$ cat src/rtl/uart_tx_param.sv
// uart_tx_param: parameterised UART transmitter.
// Frame: start bit (0), DATA_BITS payload bits LSB first, optional parity bit,
// STOP_BITS stop bits (1). Every bit is held for CLK_DIV cycles of CLK_TX.
// Optional feature: define UART_TX_BREAK_EN to add the BRK input. While BRK is
// held in IDLE, the line is forced low.
module uart_tx_param #(
   parameter int unsigned DATA_BITS = 8,
   parameter int unsigned CLK_DIV   = 16,
   parameter int unsigned PARITY    = 0,
   parameter int unsigned STOP_BITS = 1
) (
   input  logic                 CLK_TX,
   input  logic                 RST,
   input  logic [DATA_BITS-1:0] DATA,
   input  logic                 WR_EN,
`ifdef UART_TX_BREAK_EN
   input  logic                 BRK,
`endif
   output logic                 TX,
   output logic                 BUSY,
   output logic                 DONE
);

   localparam int unsigned CNT_W = (CLK_DIV > 1) ? $clog2(CLK_DIV) : 1;
   localparam int unsigned IDX_W = (DATA_BITS > 1) ? $clog2(DATA_BITS) : 1;

`ifdef UART_TX_BREAK_EN
   typedef enum logic [2:0] {
      S_IDLE   = 3'd0,
      S_START  = 3'd1,
      S_DATA   = 3'd2,
      S_PARITY = 3'd3,
      S_STOP   = 3'd4,
      S_BREAK  = 3'd5
   } state_t;
`else
   typedef enum logic [2:0] {
      S_IDLE   = 3'd0,
      S_START  = 3'd1,
      S_DATA   = 3'd2,
      S_PARITY = 3'd3,
      S_STOP   = 3'd4
   } state_t;
`endif

   state_t               state;
   logic [CNT_W-1:0]     cnt;
   logic [IDX_W-1:0]     idx;
   logic                 stop_idx;
   logic [DATA_BITS-1:0] shreg;
   logic                 par;
   logic                 bit_end_c;

   // Last cycle of the current bit period.
   assign bit_end_c = (cnt == CNT_W'(CLK_DIV - 1));

   // Transmit FSM with registered line, busy and done outputs.
   always_ff @(posedge CLK_TX) begin
      if (!RST) begin
         state    <= S_IDLE;
         cnt      <= '0;
         idx      <= '0;
         stop_idx <= 1'b0;
         shreg    <= '0;
         par      <= 1'b0;
         TX       <= 1'b1;
         BUSY     <= 1'b0;
         DONE     <= 1'b0;
      end else begin
         DONE <= 1'b0;
         case (state)
            S_IDLE: begin
               cnt <= '0;
`ifdef UART_TX_BREAK_EN
               if (BRK) begin
                  state <= S_BREAK;
                  TX    <= 1'b0;
                  BUSY  <= 1'b1;
               end else
`endif
               if (WR_EN) begin
                  shreg <= DATA;
                  par   <= (^DATA) ^ (PARITY == 1);
                  TX    <= 1'b0;
                  BUSY  <= 1'b1;
                  state <= S_START;
               end
            end

            S_START: begin
               if (bit_end_c) begin
                  cnt   <= '0;
                  idx   <= '0;
                  TX    <= shreg[0];
                  shreg <= shreg >> 1;
                  state <= S_DATA;
               end else begin
                  cnt <= cnt + CNT_W'(1);
               end
            end

            S_DATA: begin
               if (bit_end_c) begin
                  cnt <= '0;
                  if (idx == IDX_W'(DATA_BITS - 1)) begin
                     idx <= '0;
                     if (PARITY != 0) begin
                        TX    <= par;
                        state <= S_PARITY;
                     end else begin
                        TX       <= 1'b1;
                        stop_idx <= 1'b0;
                        state    <= S_STOP;
                     end
                  end else begin
                     idx   <= idx + IDX_W'(1);
                     TX    <= shreg[0];
                     shreg <= shreg >> 1;
                  end
               end else begin
                  cnt <= cnt + CNT_W'(1);
               end
            end

            S_PARITY: begin
               if (bit_end_c) begin
                  cnt      <= '0;
                  TX       <= 1'b1;
                  stop_idx <= 1'b0;
                  state    <= S_STOP;
               end else begin
                  cnt <= cnt + CNT_W'(1);
               end
            end

            S_STOP: begin
               if (bit_end_c) begin
                  cnt <= '0;
                  if (stop_idx == 1'(STOP_BITS - 1)) begin
                     stop_idx <= 1'b0;
                     BUSY     <= 1'b0;
                     DONE     <= 1'b1;
                     state    <= S_IDLE;
                  end else begin
                     stop_idx <= 1'b1;
                  end
               end else begin
                  cnt <= cnt + CNT_W'(1);
               end
            end

`ifdef UART_TX_BREAK_EN
            S_BREAK: begin
               if (!BRK) begin
                  TX    <= 1'b1;
                  BUSY  <= 1'b0;
                  state <= S_IDLE;
               end
            end
`endif

            default: begin
               state <= S_IDLE;
               TX    <= 1'b1;
               BUSY  <= 1'b0;
            end
         endcase
      end
   end

endmodule

$ cat config.mk
export PLATFORM = sky130hd
export DESIGN_NAME = uart_tx_param
export DESIGN_NICKNAME = d
export VERILOG_FILES = /design/src/rtl/uart_tx_param.sv
export SDC_FILE = /design/constraint.sdc
export NUM_CORES = 1
export LEC_CHECK = 0
export ABC_AREA = 1
export BUFFER_PORTS_ARGS = -buffer_cell sky130_fd_sc_hd__clkbuf_2
export CAP_MARGIN = 20
export CORE_MARGIN = 10
export CORE_UTILIZATION = 59
export CTS_BUF_LIST = sky130_fd_sc_hd__clkbuf_8
export DETAILED_ROUTE_END_ITERATION = 12
export PLACE_DENSITY = 0.93
export SLEW_MARGIN = 20
export SYNTH_ARGS = -nofsm -noshare
export SYNTH_HDL_FRONTEND = slang
export SYNTH_SLANG_ARGS = --single-unit
$ cat constraint.sdc
create_clock -name CLK_TX -period 1.8 [get_ports CLK_TX]
set_input_delay 0.45 -clock CLK_TX [delete_from_list [all_inputs] [get_ports CLK_TX]]
set_output_delay 0.45 -clock CLK_TX [all_outputs]
set_load 0.02 [all_outputs]
==> flow_summary.ini <==
[timing]
min_period_ps = 1640
fin_hold_ws_ps = 457
fin_worst_skew_ps = 2.59
period_share = 0.912
max_slew.worst_pin.slew_ps = 381
slew_violations = 0
clock.fmax_mhz = 609
final_hold_viol_count = 0
tns_ps = 0
relSlewSlack = 0.745
rsz0062_at_grt = no
setup_viol = 0

[detailed_routing]
wl_per_cell_um = 12.0
detail-route-antenna-nets = 0
drt-total-wl_um = 2580
vias = 1110
first_pass_iters = 4
drt_iter0_markers = 46
drc = 0
vias_per_cell = 5.16

[grt]
antenna_found_initial = 0
globalRouteTotalUtil = 0.126
grt_pass1_vias = 1016
grt_max_degree = 16
grt_pass1_wl_um = 4330
grt-ovfl-total = 0

[clock_network]
post_cts_buffers = 0
insertion_delay_ps = 260
postCtsHoldBufs = 0
post_cts_resize_count = 0
clock_path_buffers = 2
cts.sinks = 21
clk_pin_slew_ps = 70
cts_root_buf = clkbuf_8
cts_made_buffers = 3
cts_tree = yes
htreeDepth = 1

[worst_setup_path]
endpoint_kind = register
critical-path-top-delay-family = simple AND/OR/NAND/NOR gates
cpPeakStageDelay_ps = 330
r2r-start = idx[0]$_SDFFE_PN0P_
worst-setup-path-type = register to register
path_cells = ha_1, ha_1, nor2_1, o21ai_0, nor2_2, nand2_4, nand2_1, nand2_1, nor2_1
critPathBufInv = 0
critPathMaxFanout = 15
crit_arrival_ps = 1850
cp-start-kind = register
required_ps = 2000
crit_slowest_cell = dfxtp_1
crit_path_start = idx[0]$_SDFFE_PN0P_

[final_layout]
fin_nets = 205
area_growth_pct = 9.97
drive_gt1_frac = 0.184
antenna_cells = 0

[power]
irDropWorstVdd_mv = 0.780
power_density_nw_per_um2 = 1560
leakage_nw = 0.618

[status]
outcome = finished clean

[worst_hold_path]
hold_start = WR_EN
hp-class = primary input to register

[yosys]
async_reset_ff_frac = 0
avgSynthCellArea_um2 = 6.56
synth_area_leaders = dfxtp_1, nand2_1, nor2_1
synthTopCellsByCount = nand2_1, nor2_1, dfxtp_1
yosysMostFrequentCell = nand2_1
synth.distinct_cells = 21
netlist_instances = 176
ys_seq_area_frac = 0.364
yosysTopAreaCell = dfxtp_1
synthFlopType = dfxtp_1
synth_edf_count = 0
ys_seq_elements = 21
synth_top_area_share = 0.364
syn_nets = 190
syn-cell-area_um2 = 1150
yosysWarnings = 0

[floorplanning]
dieArea_um2 = 4130
fp-row-count = 15
design.core.area_um2 = 1780
die_y_um = 64.2
boundaryPins = 14
start_util = 0.648
die_x_um = 64.2

[flow_run]
maxCapViolCount = 0

[place]
hpwl_um = 1930
gp_congestion = 0.902
port_buffers = 13
[per-stage QoR]
stage | utilization | setup slack [ps] | cell area [µm²] | std cells | total power, mW
global placement | 0.686 | 268 | 1220 | 211 | 1.61
detailed placement | 0.686 | 185 | 1220 | 211 | 1.66
CTS | 0.712 | 159 | 1270 | 215 | 1.97
global route | 0.712 | 35.9 | 1270 | 215 | 2.15
floorplan | - | 314 | 1150 | 176 | 1.52
finish | 0.712 | 158 | 1270 | 215 | 1.98
[kinds of logic (layout without fill, tap and decap cells)]
group,after synthesis,count (layout),share of synthesized area
fa+ha+maj,3,3,0.0325
compound gates,19,19,0.0856
simple gates,110,110,0.425
buf+inv,22,36,0.0856
flops,21,21,0.364
xor+xnor,1,1,0.00759
[flip-flops by register name, summed over array words and instances (netlist names)]
signal / cells
BUSY: 1
DONE: 1
TX: 1
cnt: 4
idx: 3
shreg: 8
state: 3
[cell type report]
cell class                 count  area [µm²]
multi-input combinational    133         636
fill                         136         513
sequential                    21         420
inverter                      19        71.3
timing repair buffer          13        65.1
clock buffer                   3        41.3
tap                           25        31.3
clock inverter                 1        5.00
[where the power goes]
part,internal [mW],switching (mW)
sequential,0.585,0.0743
clock,0.154,0.153
combinational,0.324,0.688
[per-layer routing]
layer	track usage	routed length, µm	vias to the layer above
li1	-	-	578
met1	0.134	1060	489
met2	0.225	1300	38
met3	0.0366	183	5
met4	0.0508	39	0
met5	0	0	-
[placed cells by master, fill, tap and decap left out, types with 2 or more instances in the layout]
cell type / Yosys / routed
nand2_2: 4 / 4
a21oi_1: 9 / 9
nor2_2: 5 / 5
nor2_1: 31 / 31
ha_1: 3 / 3
o21ai_0: 2 / 2
dfxtp_1: 21 / 21
inv_1: 15 / 15
o21ai_1: 7 / 7
clkbuf_8: 0 / 3
clkbuf_2: 0 / 13
nand2_4: 3 / 3
nand3_2: 2 / 2
nand2_1: 51 / 51
nand3_1: 12 / 12
inv_2: 3 / 3
[worst min-delay path: stages]
cell	delay, ps
clkbuf_2	90
nand3_1	70
a21oi_1	60
[worst paths after layout]
| path | to | slack [ps] | depth (start not counted) |
|---|---|---|---|
| max | shreg[1]$_SDFFE_PN0P_ | 160 | 9 |
| min | BUSY$_SDFFE_PN0P_ | 460 | 3 |
| max reg2reg | shreg[1]$_SDFFE_PN0P_ | 160 | 9 |
| min reg2reg | BUSY$_SDFFE_PN0P_ | 470 | 2 |
(Power assumes the default switching activity.)
